[src/rtl/sprite_pkg.sv]
// Shared types and constants for the sprite animation sequencer.
package sprite_pkg;
    localparam int DEF_SPRITE_W       = 28;
    localparam int DEF_SPRITE_H       = 42;
    localparam int DEF_NUM_FRAMES     = 4;
    localparam int DEF_FRAME_TICKS    = 6;
    localparam int DEF_COOLDOWN_TICKS = 10;

    localparam int FRAME_WORDS = DEF_SPRITE_W * DEF_SPRITE_H;
    localparam int ADDR_W      = 19;
    localparam int PIX_W       = 5;

    localparam logic [PIX_W-1:0] TRANSPARENT_IDX = 5'd0;

    typedef enum logic [1:0] {
        IDLE     = 2'd0,
        PLAY     = 2'd1,
        COOLDOWN = 2'd2
    } anim_state_t;
endpackage

[src/rtl/sprite_anim_sequencer_if.sv]
// Sprite ROM read bus: registered address out, synchronous-read data back.
interface sprite_anim_sequencer_if;
    import sprite_pkg::*;

    logic [ADDR_W-1:0] rom_addr;
    logic [PIX_W-1:0]  rom_data;

    modport master (output rom_addr, input rom_data);
    modport slave  (input rom_addr, output rom_data);
endinterface

[src/rtl/sprite_addr_pipe.sv]
// Three-stage pixel pipeline: draw position -> ROM address -> ROM data -> pixel_on/pixel_idx.
module sprite_addr_pipe
    import sprite_pkg::*;
#(
    parameter int SPRITE_W      = DEF_SPRITE_W,
    parameter int SPRITE_H      = DEF_SPRITE_H,
    parameter int FI_W          = 2,
    parameter int FRAME_WORDS_P = FRAME_WORDS
) (
    input  logic                    Clk,
    input  logic                    Reset,
    input  logic [FI_W-1:0]         frame_idx,
    input  logic                    mirror,
    input  logic [9:0]              DrawX,
    input  logic [9:0]              DrawY,
    input  logic [9:0]              sprite_x,
    input  logic [9:0]              sprite_y,
    sprite_anim_sequencer_if.master rom_bus,
    output logic                    pixel_on,
    output logic [PIX_W-1:0]        pixel_idx
);
    localparam int STAGES = 2;

    logic [9:0]        col, row, col_eff;
    logic              in_box;
    logic [ADDR_W-1:0] addr;
    logic [STAGES:1]   vld_pipe;

    // Offsets left of / above the sprite wrap to large values and fail the box test.
    always_comb begin
        col     = DrawX - sprite_x;
        row     = DrawY - sprite_y;
        in_box  = (col < 10'(SPRITE_W)) && (row < 10'(SPRITE_H));
        col_eff = mirror ? (10'(SPRITE_W - 1) - col) : col;
        addr    = ADDR_W'(frame_idx) * ADDR_W'(FRAME_WORDS_P)
                + ADDR_W'(row) * ADDR_W'(SPRITE_W)
                + ADDR_W'(col_eff);
    end

    always_ff @(posedge Clk) begin
        if (Reset) begin
            rom_bus.rom_addr <= '0;
            vld_pipe         <= '0;
            pixel_on         <= 1'b0;
            pixel_idx        <= TRANSPARENT_IDX;
        end else begin
            rom_bus.rom_addr <= in_box ? addr : '0;
            vld_pipe         <= {vld_pipe[STAGES-1:1], in_box};
            pixel_on         <= vld_pipe[STAGES] && (rom_bus.rom_data != TRANSPARENT_IDX);
            pixel_idx        <= vld_pipe[STAGES] ? rom_bus.rom_data : TRANSPARENT_IDX;
        end
    end
endmodule

[src/rtl/sprite_anim_sequencer.sv]
// Attack animation sequencer: frame/cooldown FSM on frame_tick plus sprite ROM address pipeline.
// Optional build macro SPRITE_MIRROR_EN enables horizontal mirroring from facing_right.
module sprite_anim_sequencer
    import sprite_pkg::*;
#(
    parameter int SPRITE_W       = DEF_SPRITE_W,
    parameter int SPRITE_H       = DEF_SPRITE_H,
    parameter int NUM_FRAMES     = DEF_NUM_FRAMES,
    parameter int FRAME_TICKS    = DEF_FRAME_TICKS,
    parameter int COOLDOWN_TICKS = DEF_COOLDOWN_TICKS
) (
    input  logic                          Clk,
    input  logic                          Reset,
    input  logic                          frame_tick,
    input  logic                          attack_req,
    input  logic                          facing_right,
    input  logic [9:0]                    DrawX,
    input  logic [9:0]                    DrawY,
    input  logic [9:0]                    sprite_x,
    input  logic [9:0]                    sprite_y,
    sprite_anim_sequencer_if.master       rom_bus,
    output logic                          pixel_on,
    output logic [PIX_W-1:0]              pixel_idx,
    output logic                          busy,
    output logic [$clog2(NUM_FRAMES)-1:0] frame_idx,
    output logic                          anim_done
);
    localparam int FI_W    = $clog2(NUM_FRAMES);
    localparam int MAX_TK  = (FRAME_TICKS > COOLDOWN_TICKS) ? FRAME_TICKS : COOLDOWN_TICKS;
    localparam int CNT_W   = $clog2(MAX_TK + 1);
    localparam logic [CNT_W-1:0] FT_LAST = CNT_W'(FRAME_TICKS - 1);
    localparam logic [CNT_W-1:0] CD_LAST = CNT_W'(COOLDOWN_TICKS - 1);
    localparam logic [FI_W-1:0]  FR_LAST = FI_W'(NUM_FRAMES - 1);

`ifdef SPRITE_MIRROR_EN
    localparam bit MIRROR_EN = 1'b1;
`else
    localparam bit MIRROR_EN = 1'b0;
`endif

    anim_state_t      state, state_n;
    logic [CNT_W-1:0] cnt, cnt_n;
    logic [FI_W-1:0]  frame_n;
    logic             done_n, busy_n;

    always_ff @(posedge Clk) begin
        if (Reset) begin
            state     <= IDLE;
            cnt       <= '0;
            frame_idx <= '0;
            anim_done <= 1'b0;
            busy      <= 1'b0;
        end else begin
            state     <= state_n;
            cnt       <= cnt_n;
            frame_idx <= frame_n;
            anim_done <= done_n;
            busy      <= busy_n;
        end
    end

    // The tick counter is shared: frame hold time in PLAY, cooldown length in COOLDOWN.
    always_comb begin
        state_n = state;
        cnt_n   = cnt;
        frame_n = frame_idx;
        done_n  = 1'b0;
        case (state)
            IDLE: begin
                if (attack_req) begin
                    state_n = PLAY;
                    cnt_n   = '0;
                    frame_n = '0;
                end
            end
            PLAY: begin
                if (frame_tick) begin
                    if (cnt == FT_LAST) begin
                        cnt_n = '0;
                        if (frame_idx == FR_LAST) begin
                            state_n = COOLDOWN;
                            done_n  = 1'b1;
                            frame_n = '0;
                        end else begin
                            frame_n = frame_idx + 1'b1;
                        end
                    end else begin
                        cnt_n = cnt + 1'b1;
                    end
                end
            end
            COOLDOWN: begin
                if (frame_tick) begin
                    if (cnt == CD_LAST) begin
                        cnt_n   = '0;
                        state_n = IDLE;
                    end else begin
                        cnt_n = cnt + 1'b1;
                    end
                end
            end
            default: state_n = IDLE;
        endcase
        busy_n = (state_n == PLAY) || (state_n == COOLDOWN);
    end

    sprite_addr_pipe #(
        .SPRITE_W      (SPRITE_W),
        .SPRITE_H      (SPRITE_H),
        .FI_W          (FI_W),
        .FRAME_WORDS_P (SPRITE_W * SPRITE_H)
    ) u_pipe (
        .Clk       (Clk),
        .Reset     (Reset),
        .frame_idx (frame_idx),
        .mirror    (MIRROR_EN && facing_right),
        .DrawX     (DrawX),
        .DrawY     (DrawY),
        .sprite_x  (sprite_x),
        .sprite_y  (sprite_y),
        .rom_bus   (rom_bus),
        .pixel_on  (pixel_on),
        .pixel_idx (pixel_idx)
    );
endmodule

[src/flat_wrapper.sv]
// flat-port wrapper written by rule: the top's interface ports become plain ports
module sprite_anim_sequencer_flat import sprite_pkg::*;
#(
    parameter int SPRITE_W       = DEF_SPRITE_W,
    parameter int SPRITE_H       = DEF_SPRITE_H,
    parameter int NUM_FRAMES     = DEF_NUM_FRAMES,
    parameter int FRAME_TICKS    = DEF_FRAME_TICKS,
    parameter int COOLDOWN_TICKS = DEF_COOLDOWN_TICKS
)
  (Clk, Reset, frame_tick, attack_req, facing_right, DrawX, DrawY, sprite_x, sprite_y, pixel_on, pixel_idx, busy, frame_idx, anim_done, rom_bus_rom_addr, rom_bus_rom_data);
  sprite_anim_sequencer_if rom_bus_i ();
  input  logic Clk;
  input  logic Reset;
  input  logic frame_tick;
  input  logic attack_req;
  input  logic facing_right;
  input  logic [9:0] DrawX;
  input  logic [9:0] DrawY;
  input  logic [9:0] sprite_x;
  input  logic [9:0] sprite_y;
  output logic pixel_on;
  output logic [PIX_W-1:0] pixel_idx;
  output logic busy;
  output logic [$clog2(NUM_FRAMES)-1:0] frame_idx;
  output logic anim_done;
  output wire logic [$bits(rom_bus_i.rom_addr)-1:0] rom_bus_rom_addr;
  input wire logic [$bits(rom_bus_i.rom_data)-1:0] rom_bus_rom_data;
  assign rom_bus_rom_addr = rom_bus_i.rom_addr;
  assign rom_bus_i.rom_data = rom_bus_rom_data;
  sprite_anim_sequencer #(.SPRITE_W(SPRITE_W), .SPRITE_H(SPRITE_H), .NUM_FRAMES(NUM_FRAMES), .FRAME_TICKS(FRAME_TICKS), .COOLDOWN_TICKS(COOLDOWN_TICKS)) u_core (.Clk(Clk), .Reset(Reset), .frame_tick(frame_tick), .attack_req(attack_req), .facing_right(facing_right), .DrawX(DrawX), .DrawY(DrawY), .sprite_x(sprite_x), .sprite_y(sprite_y), .rom_bus(rom_bus_i), .pixel_on(pixel_on), .pixel_idx(pixel_idx), .busy(busy), .frame_idx(frame_idx), .anim_done(anim_done));
endmodule
[config.mk]
export PLATFORM = sky130hd
export DESIGN_NAME = sprite_anim_sequencer_flat
export DESIGN_NICKNAME = d
export VERILOG_FILES = /design/src/rtl/sprite_pkg.sv /design/src/rtl/sprite_anim_sequencer_if.sv /design/src/rtl/sprite_addr_pipe.sv /design/src/rtl/sprite_anim_sequencer.sv /design/src/flat_wrapper.sv
export SDC_FILE = /design/constraint.sdc
export NUM_CORES = 1
export LEC_CHECK = 0
export BUFFER_PORTS_ARGS = -buffer_cell sky130_fd_sc_hd__buf_2
export CELL_PAD_IN_SITES_DETAIL_PLACEMENT = 0
export CELL_PAD_IN_SITES_GLOBAL_PLACEMENT = 1
export CORE_ASPECT_RATIO = 1.2
export CORE_MARGIN = 8
export CORE_UTILIZATION = 46
export CTS_BUF_LIST = sky130_fd_sc_hd__clkbuf_8
export CTS_CLUSTER_SIZE = 10
export DETAILED_ROUTE_END_ITERATION = 12
export PLACE_DENSITY_LB_ADDON = 0.2
export SLEW_MARGIN = 5
export SYNTH_ARGS = -nofsm -noshare
export SYNTH_HDL_FRONTEND = slang
export SYNTH_SLANG_ARGS = --single-unit
[constraint.sdc]
create_clock -name Clk -period 14.08 [get_ports Clk]
set_input_delay 2.816 -clock Clk [delete_from_list [all_inputs] [get_ports Clk]]
set_output_delay 2.816 -clock Clk [all_outputs]
set_load 0.005 [all_outputs]
Word level (Yosys, flattened, before mapping)
Cells that the tools add are included.

Flip-flop bits (word level): 37. Output and inout port bits: 29. Bits of input ports: 50. Logic and storage cells: 66.

Reductions and logical operators: 12. Mux-type cells: 19. Eq/ne operators: 11. Order comparisons: 2. Add/subtract/negate cells: 6. Bitwise operators: 5. Multipliers: 2.

Operators with widths (count): $mux W2 (10); $mux W4 (5); $sub A10 B10 Y10 (2); $add A16 B10 Y17 (1); $add A13 B15 Y16 (1); $mul A10 B3 Y13 const B (1); $pmux W4 S3 (1); $lt A10 B5 Y1 const B (1); $lt A10 B6 Y1 const B (1); $mul A2 B8 Y10 const B (1); $reduce_and A4 Y1 (2); $eq A2 B2 Y1 const B (3); $ne A2 B2 Y1 const B (3); $pmux W2 S3 (1); $not A1 Y1 (5); $reduce_bool A5 Y1 (1); $add A4 B1 Y4 const B (1); $eq A2 B1 Y1 const B (2); $eq A4 B3 Y1 const B (1); $eq A4 B4 Y1 const B (1); $pmux W2 S2 (1); $reduce_or A2 Y1 (2); $reduce_or A4 Y1 (1); $reduce_bool A3 Y1 (1); 7 further kinds (8).

Depth between registers and ports, before layout
Depth after elaboration: 7. Gate-level depth with buffers: 24. Depth with buffers taken out: 24.

Modules after synthesis
Synthesis repeated with hierarchy kept, for this count alone.

Cells, all modules: 467. Area total of the unflattened synthesis: 4027.6 um^2.

Modules (own cells, without submodules): sprite_addr_pipe (cells each 400, seq. area each 480.5 um^2, area each 3398.3 um^2, instances 1); sprite_anim_sequencer (cells each 67, seq. area each 200.2 um^2, area each 629.4 um^2, instances 1).

Least setup slack after synthesis
Ideal clock, no wire load.

Path kind: input to register. Start: in DrawY[0]. End: reg u_core.u_pipe.rom_bus.rom_addr[14]. Path buffers: 0. Required time: 14.001 ns. Setup time: 0.079 ns. Arrival: 7.343 ns. Path slack: 6.657 ns. Stages on the path: 22. Cells stage by stage: inv_1 ha_1 fa_1 xnor2_1 inv_1 fa_1 inv_1 ha_1 a21oi_1 inv_1 a21oi_1 xor2_1 fa_1 inv_1 ha_1 nand3_1 o2111ai_1 nand2_1 o21ai_0 o21ai_0 xor2_1 a211oi_2.

Longest elaborated chain between the ends: 5. Elaborated cells on any way between the ends: 8. Those cells by class: add/sub: 3; mul: 1; order compare: 1; bitwise: 1; reduce/logical: 2.

RTL lines: start, declared (line flat_wrapper.sv:18) `input logic [9:0] DrawY;`; $sub A10 B10 Y10 (*) (line sprite_addr_pipe.sv:32) `row = DrawY - sprite_y;`; branches (longest 4 deep; another with $add A16 B10 Y17); end signal, assigned (line sprite_addr_pipe.sv:47) `rom_bus.rom_addr <= in_box ? addr : '0;`; end, declared (line sprite_anim_sequencer_if.sv:8) `modport master (output rom_addr, input rom_data);`.

Mark *: on every way between the ends. A chain may end at the register's enable or synchronous reset.

Final worst setup path
Ends and elaborated chain as after synthesis.

==> flow_summary.toml <==
[power]
ir_drop_mv = 0.271
powerDensity_nw_per_um2 = 192
leakage_nw = 2.13

[cells_and_area]
final-seq-area_um2 = 681
diodes = 0
final_cell_mix = "74 x buf_2, 63 x inv_1, 61 x ha_1, 34 x dfxtp_1, 33 x nor2_1"
fillers = 807
nNetsFinal = 641
drive_above_1_share_pct = 21.1
final_core_util_pct = 54.2
multi_input_area_um2 = 2850
area_delta_synth_final_pct = 15.3
final_common_cell = "buf_2"

[sta]
maxSlewViolCount = 0
tns_ps = 0
setup_viol = 0
fmax_ghz = 0.128
fin_worst_skew_ps = 5.36
fin_crit_sh_pct = 55.6
rsz0062_at_grt = "false"
finalCriticalPeriod_ps = 7830
tightest_slew_ps = 1120
worst_slack_ps = 6250
hold_viol = 0
slew_headroom_pct = 24.8

[setup_path]
required_ps = 14270
worstSetupPathType = "in2reg"
cp.arrival_ps = 8030
start_kind = "input pin"
worstSetupEndpointType = "flip-flop"
cp_max_fo = 6

[synth]
postSynthAreaPerCell_um2 = 8.66
yosysSeqAreaShare_pct = 17.9
dominantRegCellSynth = "dfxtp_1"
ys_warn_count = 0
ys_async_sr_fraction_pct = 0
syn_inst = 440
syn-cell-area_um2 = 3810
synth_edf_count = 0
synthDistinctLibCells = 61
ys_ff_latch = 34

[die]
boundaryPins = 79
die_x_um = 99.1
die_y_um = 116
start_util_pct = 47.0
dieArea_um2 = 11500
coreArea_um2 = 8110
fp-row-count = 36

[outcome]
outcome = "completed"

[clock_network]
h-tree-depth = 2
cts-hold-fix-buffers = 0
clock_sinks = 34
cts_tree = "done"
path_clk_slew_ps = 70
cts_setup_buffers = 0
cts_resized = 0
clk_latency_ps = 290
cts.path.max_buffers = 2
cts-buffers-inserted = 5
clockRootBuffer = "clkbuf_8"

[global_route]
grt_pass1_wl_um = 13800
antenna_found_initial = 0
first_global_vias = 3195
grt_usage_pct = 14.4
grt-busiest-layer = "met2"
met3_usage_pct = 2.64
grt_util_met2_pct = 26.7
grt_overflow = 0
grt_max_degree = 18
met1_usage_pct = 16.6

[drt]
routed_wl_um = 8220
drc = 0
antenna_left = 0
vias = 3271
post_drt_via_cell_ratio = 5.35
first_pass_iters = 4
detail_route.wl_per_cell_um = 13.4
drtIter0Drc = 74

[hold_path]
hold_class = "reg2reg"

[place]
place_ws_ps = 5950
hpwl_um = 6950
port_buffers = 74
place_congestion = 0.832

[run]
drv_cap = 0
==> per-layer routing <==
layer | share of wire [%] | wire [µm]
met5 | 0 | 0
met4 | 0.67 | 55
met1 | 44 | 3580
met2 | 52 | 4260
met3 | 3.8 | 316
==> worst max-delay path: stages <==
cell	delay [ps]
buf_2	70
inv_1	30
ha_1	210
fa_1	440
xnor2_1	470
inv_1	160
fa_1	590
inv_1	60
ha_1	280
a21oi_1	260
inv_1	70
a21oi_1	170
xor2_1	100
fa_1	490
inv_1	40
ha_1	380
nand3_1	120
o2111ai_1	290
nand2_1	130
o21ai_0	250
o21ai_0	150
xor2_1	190
a211oi_2	250
==> Yosys cell counts (2+ instances only) <==
master     instances  area share [%]
nand2_1           11             1.1
a2111oi_1          2            0.53
ha_1              61              20
inv_1             63             6.2
nand3b_1           3            0.59
a311oi_1           5             1.1
clkbuf_1           2            0.20
nand3_1           10             1.3
buf_4              3            0.59
dfxtp_1           34              18
o21ai_0           19             2.5
o2111ai_1          2            0.46
or2_2              3            0.49
xor2_1            14             3.2
and2_1             8             1.3
o211ai_1           3            0.59
o31ai_1            2            0.39
a211oi_2           9             3.0
a21boi_0           2            0.39
o21ai_1            2            0.26
nor2b_1           10             1.6
a21oi_2            3            0.69
a2111oi_0          2            0.46
xnor2_1           16             3.7
nor2_1            33             3.3
o31a_1             3            0.69
a21o_1            10             2.0
a31oi_1            2            0.33
a211oi_1           5            0.99
nor3b_1            2            0.39
a21oi_1           19             2.5
nor3_1            15             2.0
buf_2              2            0.26
nand2b_1          10             1.6
fa_1              15             7.9
or3_1              4            0.66
o21a_1             7             1.4
==> logic make-up after synthesis <==
kind of cell               count (synthesis)  synth area share [%]
xor gates and xnor gates                  31                  7.32
AOI/OAI and AO/OA                        108                  21.9
DFF                                       34                  17.9
adders and majority gates                 76                  27.9
other                                      1                0.0984
and+or+nand+nor                          118                  17.0
muxes                                      1                 0.263
buffers and inverters                     71                  7.55
==> registers in the layout (all words and copies together) (netlist names) <==
register and count:
u_core.u_pipe.rom_bus.rom_addr 16, u_core.busy 1, u_core.u_pipe.vld_pipe 2, u_core.cnt 4, u_core.u_pipe.pixel_on 1, u_core.anim_done 1, u_core.frame_idx 2, u_core.state 2
u_core.u_pipe.pixel_idx 5
==> stage by stage <==
step	instances	hold WS (ps)	cell area, µm²	total power [mW]
floorplan	442	414	3820	0.616
global placement	603	425	4260	0.721
detailed placement	603	434	4260	0.731
CTS	611	454	4390	0.846
global route	611	479	4390	0.939
finish	611	446	4390	0.845
==> final cells by class <==
class | instances | area share, %
timing repair buffer | 74 | 8.43
clock inverter | 3 | 1.57
sequential | 34 | 15.5
inverter | 63 | 5.38
tap | 95 | 2.71
clock buffer | 5 | 1.57
multi-input combinational | 337 | 64.9
==> power by group <==
group | leakage, nW | switching [mW] | internal (mW) | total, mW
sequential | 0.274 | 0.000506 | 0.0970 | 0.0976
combinational | 1.79 | 0.373 | 0.266 | 0.638
clock | 0.0683 | 0.0377 | 0.0709 | 0.109
total | 2.13 | 0.411 | 0.434 | 0.845
==> path summary, 6_finish.rpt <==
path	from	end	slack (ps)	cells past startpoint
worst max-delay path	DrawY[0]	u_core.u_pipe.rom_bus.rom_addr[14]$_SDFF_PP0_	6250	23
worst min-delay path	u_core.u_pipe.vld_pipe[1]$_SDFF_PP0_	u_core.u_pipe.vld_pipe[2]$_SDFF_PP0_	450	1
worst min register to register	u_core.u_pipe.vld_pipe[1]$_SDFF_PP0_	u_core.u_pipe.vld_pipe[2]$_SDFF_PP0_	450	1
worst max register to register	u_core.frame_idx[0]$_SDFFE_PP0P_	u_core.u_pipe.rom_bus.rom_addr[15]$_SDFF_PP0_	10460	13
Note: power is estimated with default switching activity, not from simulation.
